--- src/rtl/seq_match_monitor.sv ---
// Event monitor behind the serial 1101 detector: lifetime count, per-window count,
// threshold alarm and a single-entry valid/request readout of each completed window.
module seq_match_monitor #(
    parameter int CNT_W = 8,
    parameter int WIN_W = 8
) (
    input  logic             clk,
    input  logic             reset,
    input  logic             en,
    input  logic             match_in,
    input  logic [WIN_W-1:0] win_len,
    input  logic [CNT_W-1:0] threshold,
    input  logic             rd_req,
    output logic [CNT_W-1:0] total_count,
    output logic             alarm,
    output logic             rd_valid,
    output logic [CNT_W-1:0] rd_data,
    output logic             overflow,
    output logic             miss
);

    // state | meaning
    // IDLE  | monitor disabled, timer and window count held at zero
    // RUN   | window in progress, timer counts 0..len_q-1
    typedef enum logic {
        IDLE = 1'b0,
        RUN  = 1'b1
    } state_t;

    localparam logic [CNT_W-1:0] CNT_MAX = '1;

    state_t           state;
    state_t           state_next;
    logic [WIN_W-1:0] timer;
    logic [WIN_W-1:0] len_q;
    logic [WIN_W-1:0] len_last;
    logic [CNT_W-1:0] win_cnt;
    logic [CNT_W-1:0] win_final;
    logic             win_end;

    always_ff @(posedge clk) begin
        if (reset) state <= IDLE;
        else       state <= state_next;
    end

    always_comb begin
        state_next = state;
        len_last   = '0;
        win_final  = win_cnt;
        win_end    = 1'b0;

        // A latched length of zero behaves as a one-cycle window
        if (len_q != '0) len_last = len_q - WIN_W'(1);
        if (match_in && (win_cnt != CNT_MAX)) win_final = win_cnt + CNT_W'(1);

        case (state)
            IDLE: if (en) state_next = RUN;
            RUN: begin
                if (!en) state_next = IDLE;
                else if (timer == len_last) win_end = 1'b1;
            end
            default: state_next = IDLE;
        endcase
    end

    always_ff @(posedge clk) begin
        if (reset) begin
            timer       <= '0;
            len_q       <= '0;
            win_cnt     <= '0;
            total_count <= '0;
            overflow    <= 1'b0;
            alarm       <= 1'b0;
            rd_valid    <= 1'b0;
            rd_data     <= '0;
            miss        <= 1'b0;
        end else begin
            if (match_in) begin
                if (total_count == CNT_MAX) overflow <= 1'b1;
                else                        total_count <= total_count + CNT_W'(1);
            end

            case (state)
                IDLE: begin
                    timer   <= '0;
                    win_cnt <= '0;
                    if (en) len_q <= win_len;
                end
                RUN: begin
                    if (!en || win_end) begin
                        timer   <= '0;
                        win_cnt <= '0;
                        if (win_end) len_q <= win_len;
                    end else begin
                        timer   <= timer + WIN_W'(1);
                        win_cnt <= win_final;
                    end
                end
                default: begin
                    timer   <= '0;
                    win_cnt <= '0;
                end
            endcase

            // A new result and a same-cycle pop count as consumed, not missed
            if (win_end) begin
                rd_data  <= win_final;
                rd_valid <= 1'b1;
                alarm    <= (threshold != '0) && (win_final >= threshold);
                if (rd_valid && !rd_req) miss <= 1'b1;
            end else if (rd_req && rd_valid) begin
                rd_valid <= 1'b0;
            end
        end
    end

endmodule
--- config.mk ---
export PLATFORM = sky130hd
export DESIGN_NAME = seq_match_monitor
export DESIGN_NICKNAME = d
export VERILOG_FILES = /design/src/rtl/seq_match_monitor.sv
export SDC_FILE = /design/constraint.sdc
export NUM_CORES = 1
export LEC_CHECK = 0
export ABC_AREA = 0
export BUFFER_PORTS_ARGS = -buffer_cell sky130_fd_sc_hd__clkbuf_2
export CAP_MARGIN = 5
export CORE_MARGIN = 5
export CORE_UTILIZATION = 60
export CTS_BUF_LIST = sky130_fd_sc_hd__clkbuf_4 sky130_fd_sc_hd__clkbuf_8 sky130_fd_sc_hd__clkbuf_16
export DETAILED_ROUTE_END_ITERATION = 16
export PLACE_DENSITY = 0.85
export SYNTH_ARGS = -nofsm -noshare
export SYNTH_HDL_FRONTEND = slang
export SYNTH_SLANG_ARGS = --single-unit
--- constraint.sdc ---
create_clock -name clk -period 4.8 [get_ports clk]
set_input_delay 0.72 -clock clk [delete_from_list [all_inputs] [get_ports clk]]
set_output_delay 0.72 -clock clk [all_outputs]
set_load 0.03 [all_outputs]
==> run_results.csv, run 1 <==
group,metric,value,unit
run_status,outcome,"finished, final reports clean",
yosys,async_flop_share,0,%
yosys,synth_edf_count,0,
cells_and_area,num_antenna_cells,0,
floorplanning,io_pins,41,
timing,rsz0062_at_grt,"no",
drt,dr.pass1.iters,4,
floorplanning,dieArea,5300,µm²
timing,worst_hold_slack,0.456,ns
cells_and_area,stdcell_area,2660,µm²
grt,grt-ovfl-total,0,
timing,finalCritPeriodShare,61.2,%
clocking,cts_hold_buf,0,
cells_and_area,fin_nets,332,
grt,met1_usage,22.8,%
drt,drt_iter0_markers,96,
grt,grt_start_max_net_pins,31,
yosys,syn_area,2360,µm²
worst_setup_path,critPathBufInv,1,
worst_setup_path,crit_type,"flop to flop",
drt,vias,1944,
yosys,ys_seq_area_share,38.1,%
worst_setup_path,endpoint_kind,"flop",
clocking,cts_resized,0,
cells_and_area,syn2layout_area_growth,12.6,%
clocking,cts_htree_levels,2,
clocking,clock_latency,0.31,ns
floorplanning,start_util,63.2,%
floorplanning,fp.coreArea,3740,µm²
timing,final.min_clock_period,2.94,ns
timing,setup_viol,0,
timing,slew_headroom,58.5,%
placement,dpl.hpwl,3520,µm
clocking,clock_path_buffers,2,
drt,wl,4730,µm
drt,wire_per_inst,13.6,µm
timing,tns,0,ns
floorplanning,row_count,22,
cells_and_area,fillCellCount,329,
worst_setup_path,path_max_fanout,13,
timing,max_freq,340,MHz
power_and_ir_drop,peakVddDrop,0.228,mV
drt,drt.antenna.violating_nets,0,
yosys,syn_area_per_cell,9.03,µm²
clocking,cts_setup_buffers,0,
yosys,yosysWarnings,0,
yosys,synth-main-ff-cell,"dfxtp_1",
timing,final-hold-violation-count,0,
drt,vias_per_cell,5.59,
grt,grt_pass1_vias,1730,
grt,grt_pass1_wl,7860,µm
worst_setup_path,required,5.03,ns
min_path,min_path_type,"flop to flop",
worst_setup_path,slowest_stage,"nand4_2",
yosys,synth_cell_types,49,
flow_run,drv_cap,0,
grt,busiest_layer,"met2",
worst_setup_path,worstPathArrival,3.17,ns
floorplanning,dieHeight,72.8,µm
timing,drv_slew,0,
worst_setup_path,cp-start-kind,"flop",
worst_setup_path,crit_path_cell_trace,"inv_1 -> ha_1 -> nor4b_4 -> nand2_2 -> or3_1 -> a311oi_2 -> nand4_2 -> or2_1 -> a21oi_1",
grt,use_met2,32.9,%
power_and_ir_drop,p_per_area,280,nW/µm²
cells_and_area,seqCellArea,901,µm²
timing,worst_pin_slew,0.621,ns
clocking,cts_buffers,5,
worst_setup_path,crit_family,"simple AND/OR/NAND/NOR gates",
yosys,synthesis.nets,295,
yosys,synth-seq-cells,45,
timing,finClkSkew,0.0120,ns
drt,post-route-drc-count,0,
cells_and_area,multi_input_area,1370,µm²
grt,antenna_found_initial,0,
placement,portBuffers,40,
worst_setup_path,r2r_setup_slack,1.86,ns
power_and_ir_drop,p_leak,0.00120,µW
grt,grt_usage,19.1,%
clocking,clkTransAtPathRegs,0.09,ns
yosys,synthCells,262,
clocking,tritoncts,"done",
grt,use_met3,4.41,%
clocking,root_buffer,"clkbuf_8",
clocking,cts_sinks,45,
placement,place_area,2570,µm²
floorplanning,die_w,72.8,µm
cells_and_area,drive_above_1_share,20.0,%
worst_setup_path,max_stage_delay,0.46,ns
placement,place_congestion,0.883,
==> registers in the layout (all words and copies together) (netlist names) <==
name         flops
len_q            8
overflow         1
state            1
alarm            1
total_count      8
win_cnt          8
rd_data          8
timer            8
rd_valid         1
miss             1
==> report_power, final <==
part	switching, µW	leakage [µW]	internal, µW	total [µW]
clock network	141	0.0000447	105	246
registers	12.6	0.000365	381	393
logic	56.6	0.000789	50.3	107
total	210	0.00120	536	747
==> cell usage in the layout, fill, tap and decap left out, types with 5 or more instances in the layout <==
cell      count
dfxtp_1      45
nand2_1      15
ha_1         12
nand4_1       5
clkbuf_2     40
mux2i_1      16
clkbuf_8      5
nor2b_1      12
nand3_1       6
inv_1        11
xnor2_1      11
a21oi_1       9
or3_1         5
xor2_1       13
o21ai_0       5
nor2_1       37
==> cells by family after synthesis <==
logic type                 share of synthesized area (%)
AOI/OAI and AO/OA                                   10.4
xor gates and xnor gates                            8.89
adders and majority gates                           6.35
buffers and inverters                               4.07
DFF                                                 38.1
muxes                                               7.25
and+or+nand+nor                                     24.9
==> routing by layer <==
| metal | part of all wire, % | routed length [µm] |
|---|---|---|
| met4 | 0.57 | 27 |
| met2 | 49 | 2310 |
| met3 | 5.7 | 270 |
| met5 | 0 | 0 |
| met1 | 45 | 2130 |
==> Yosys cell counts (2+ instances only) <==
| cell | instances | area, µm² |
|---|---|---|
| a211oi_1 | 4 | 30.0 |
| a21o_1 | 2 | 15.0 |
| a21oi_1 | 9 | 45.0 |
| a311oi_1 | 2 | 17.5 |
| a31oi_1 | 2 | 12.5 |
| and3_1 | 4 | 25.0 |
| buf_2 | 2 | 10.0 |
| buf_6 | 2 | 22.5 |
| clkbuf_1 | 6 | 22.5 |
| dfxtp_1 | 45 | 901 |
| ha_1 | 12 | 150 |
| inv_1 | 11 | 41.3 |
| mux2i_1 | 16 | 160 |
| nand2_1 | 15 | 56.3 |
| nand2b_1 | 4 | 25.0 |
| nand3_1 | 6 | 30.0 |
| nand3b_1 | 2 | 15.0 |
| nand4_1 | 5 | 31.3 |
| nor2_1 | 37 | 139 |
| nor2b_1 | 12 | 75.1 |
| nor4_1 | 4 | 25.0 |
| o21ai_0 | 5 | 25.0 |
| or2_2 | 3 | 18.8 |
| or3_1 | 5 | 31.3 |
| xnor2_1 | 11 | 96.3 |
| xor2_1 | 13 | 114 |
==> final cells by class <==
type,count,area share (%)
repair buffers,40,7.52
clock buffers,5,2.58
well taps,48,2.25
clock inverters,3,0.939
inverters,11,1.55
multi-input cells,196,51.3
flip-flops and latches,45,33.8
==> per-stage QoR <==
stage	total power, µW	utilization (%)	instances	setup WS, ns
6_report	747	71.2	348	1.86
5_1_grt	784	71.2	348	1.62
3_5_place_dp	509	68.6	340	1.91
3_3_place_gp	506	68.6	340	2.01
2_1_floorplan	484	-	262	2.32
4_1_cts	754	71.2	348	1.89
==> path summary, 6_finish.rpt <==
check             start    endpoint  cells after the start
min          rd_data[0]  rd_data[0]                      2
min reg2reg  rd_data[0]  rd_data[0]                      2
max            len_q[0]  rd_data[0]                      9
max reg2reg    len_q[0]  rd_data[0]                      9
==> worst reg2reg max path, stage by stage, from the launching register on <==
cell	delay, ns
dfxtp_1	0.35
inv_1	0.11
ha_1	0.32
nor4b_4	0.33
nand2_2	0.11
or3_1	0.33
a311oi_2	0.38
nand4_2	0.46
or2_1	0.37
a21oi_1	0.13
No activity file was read; power rests on OpenSTA's default activity.
==> run 2: changes to the inputs <==
Settings changed: ABC_AREA 0 to 1, CORE_UTILIZATION 60 to 51, PLACE_DENSITY 0.85 to 0.76.
Clock period 4.8 ns to 2.7 ns, I/O delays scaled along.
==> run_results.csv, run 2 <==
group,metric,value,unit
cells_and_area,num_antenna_cells,0,
drt,wire_per_inst,11.0,µm
worst_setup_path,cp-start-kind,"flop",
floorplanning,dieArea,6470,µm²
cells_and_area,final_cells,478,
worst_setup_path,path_max_fanout,7,
grt,grt_pass1_vias,2252,
grt,grt_usage,18.6,%
worst_setup_path,crit_family,"simple AND/OR/NAND/NOR gates",
timing,worst_slack,0.238,ns
worst_setup_path,required,2.90,ns
worst_setup_path,crit_path_cell_trace,"ha_1 -> nand3_1 -> nor2_1 -> nand3_1 -> nand2_2 -> nor3_1 -> xor2_1 -> ha_1 -> a21oi_1 -> o21ai_0 -> nand2_1 -> o2111ai_1 -> a21oi_1 -> nor2_1",
clocking,cts_buffers,5,
drt,vias,2319,
placement,numPlacedInstances,470,
clocking,clock_path_buffers,2,
clocking,clock_latency,0.30,ns
flow_run,drv_cap,0,
yosys,ys_seq_area_share,35.6,%
yosys,yosysWarnings,0,
min_path,min_path_type,"input port to flop",
floorplanning,die_w,80.4,µm
placement,dpl.hpwl,4100,µm
grt,grt_start_max_net_pins,19,
run_status,outcome,"finished, final reports clean",
yosys,yosysTopAreaCell,"dfxtp_1",
floorplanning,dieHeight,80.4,µm
power_and_ir_drop,p_leak,0.00143,µW
worst_setup_path,endpoint_kind,"flop",
drt,post-route-drc-count,0,
placement,place_congestion,0.852,
yosys,synthTopCellsByCount,"nand2_1 (70), inv_1 (64), nor2_1 (54)",
yosys,synthCells,369,
cells_and_area,final_common_cell,"nand2_1",
min_path,hp-start,"rd_req",
worst_setup_path,critPathBufInv,0,
floorplanning,io_pins,41,
yosys,synth_edf_count,0,
timing,final.min_clock_period,2.46,ns
clocking,cts_htree_levels,2,
timing,setup_viol,0,
cells_and_area,seqCellArea,901,µm²
worst_setup_path,max_stage_delay,0.34,ns
grt,grt_pass1_wl,9690,µm
drt,vias_per_cell,4.85,
timing,drv_slew,0,
yosys,synth_top_area_share,35.6,%
floorplanning,fp.coreArea,4750,µm²
clocking,cts_hold_buf,0,
worst_setup_path,worst_r2r_path_depth,14,
cells_and_area,fillCellCount,451,
cells_and_area,syn2layout_area_growth,14.4,%
grt,grt-ovfl-total,0,
clocking,cts_sinks,45,
drt,drt_iter0_markers,77,
drt,dr.pass1.iters,4,
power_and_ir_drop,p_per_area,490,nW/µm²
yosys,post-synth-top-count-cell,"nand2_1",
timing,slew_headroom,71.6,%
yosys,synth_cell_types,29,
timing,final-hold-violation-count,0,
drt,drt.antenna.violating_nets,0,
worst_setup_path,r2r-end,"alarm",
worst_setup_path,worstPathArrival,2.66,ns
yosys,synthesis.nets,402,
clocking,clkTransAtPathRegs,0.09,ns
timing,tns,0,ns
floorplanning,row_count,25,
timing,worst_pin_slew,0.424,ns
worst_setup_path,slowest_stage,"xor2_1",
cells_and_area,layout_common_cells,"nand2_1 (69), inv_1 (64), nor2_1 (54)",
grt,antenna_found_initial,0,
min_path,hold_end,"miss",
timing,rsz0062_at_grt,"no",
yosys,syn_area_per_cell,6.85,µm²
min_path,whs_path_depth,4,
worst_setup_path,regToRegStartpoint,"win_cnt[0]",
timing,finClkSkew,0.00972,ns
timing,max_freq,406,MHz
cells_and_area,multi_input_area,1330,µm²
yosys,synth-seq-cells,45,
clocking,tritoncts,"done",
cells_and_area,fin_nets,443,
placement,post-place-ws,0.240,ns
clocking,root_buffer,"clkbuf_8",
yosys,synth-main-ff-cell,"dfxtp_1",
yosys,synth_area_leaders,"dfxtp_1 (36%), nand2_1 (10%), inv_1 (9.5%)",
drt,wl,5280,µm
worst_setup_path,r2r_setup_slack,0.24,ns
yosys,async_flop_share,0,%
placement,portBuffers,40,
power_and_ir_drop,peakVddDrop,0.298,mV
worst_setup_path,crit_type,"flop to flop",
yosys,syn_area,2530,µm²
timing,finalCritPeriodShare,91.2,%
floorplanning,start_util,53.2,%
cells_and_area,drive_above_1_share,15.6,%
[run 2: cell types whose count changed in the layout (fill, tap and decap cells not counted), moves of 5 or more]
cell / delta
o21ai_0: +6
o21bai_1: +6
nand2_1: +54
xnor2_1: -7
a21oi_1: +12
mux2i_1: -16
nor2_1: +17
nor3_1: +5
nor2b_1: -12
inv_1: +53
or3_1: -5
nand3_1: +23
[run 2: tightest hold or removal path: stages]
cell      delay (ns)
clkbuf_2        0.07
nor2_1          0.04
nand2_1         0.06
a21oi_1         0.05
[run 2: worst max-delay path by stage]
| stage | startpoint | to | depth (start not counted) | slack [ns] |
|---|---|---|---|---|
| 6_report | win_cnt[0] | alarm | 14 | 0.24 |
| 4_1_cts | win_cnt[0] | alarm | 14 | 0.23 |
| 3_5_place_dp | win_cnt[0] | alarm | 14 | 0.24 |
| 5_1_grt | win_cnt[1] | alarm | 16 | 0.01 |
| 3_3_place_gp | win_cnt[0] | alarm | 14 | 0.29 |
| 2_1_floorplan | win_cnt[1] | alarm | 16 | 0.49 |
[run 2: where the power goes]
part	leakage [µW]	total (µW)	internal, µW	switching (µW)
clock network	0.0000588	511	288	223
registers	0.000365	692	678	14.5
logic	0.00100	216	78.7	137
[run 2: metal layers]
layer	vias to the layer above	routed length (µm)	part of all wire [%]	global-route usage, %
li1	1245	-	-	-
met1	1019	2530	48	23.7
met2	47	2420	46	30.7
met3	8	245	4.6	5.27
met4	0	74	1.4	4.73
met5	-	0	0	0
[run 2: repair_timing]
item / 4_1_cts / 5_1_grt
resized for setup: 0 / 1
hold endpoints to repair: 0 / 0
setup buffers: 0 / 0
endpoints found under the setup margin: 0 / 1
[run 2: kinds of logic (layout without fill, tap and decap cells)]
family	count (synthesis)	count (layout)	share of synthesized area (%)
adders and majority gates	12	12	5.94
xor gates and xnor gates	14	14	4.85
buffers and inverters	74	116	11.8
DFF	45	45	35.6
AOI/OAI and AO/OA	42	42	9.35
and+or+nand+nor	182	182	32.4
[run 2: through the flow]
stage	hold WS (ns)	area [µm²]	utilization, %	total power [µW]
after floorplan	0.441	2530	-	878
after global routing	0.406	2890	60.9	1510
after detailed placement	0.447	2780	58.4	924
final	0.383	2890	60.9	1420
after global placement	0.443	2780	58.4	918
after CTS	0.374	2890	60.8	1430
[run 2: area by class of cell]
type / instances / area share [%]
well taps: 67 / 2.90
clock inverters: 2 / 1.34
multi-input cells: 250 / 46.0
clock buffers: 6 / 2.64
inverters: 66 / 8.56
repair buffers: 42 / 7.44
flip-flops and latches: 45 / 31.1
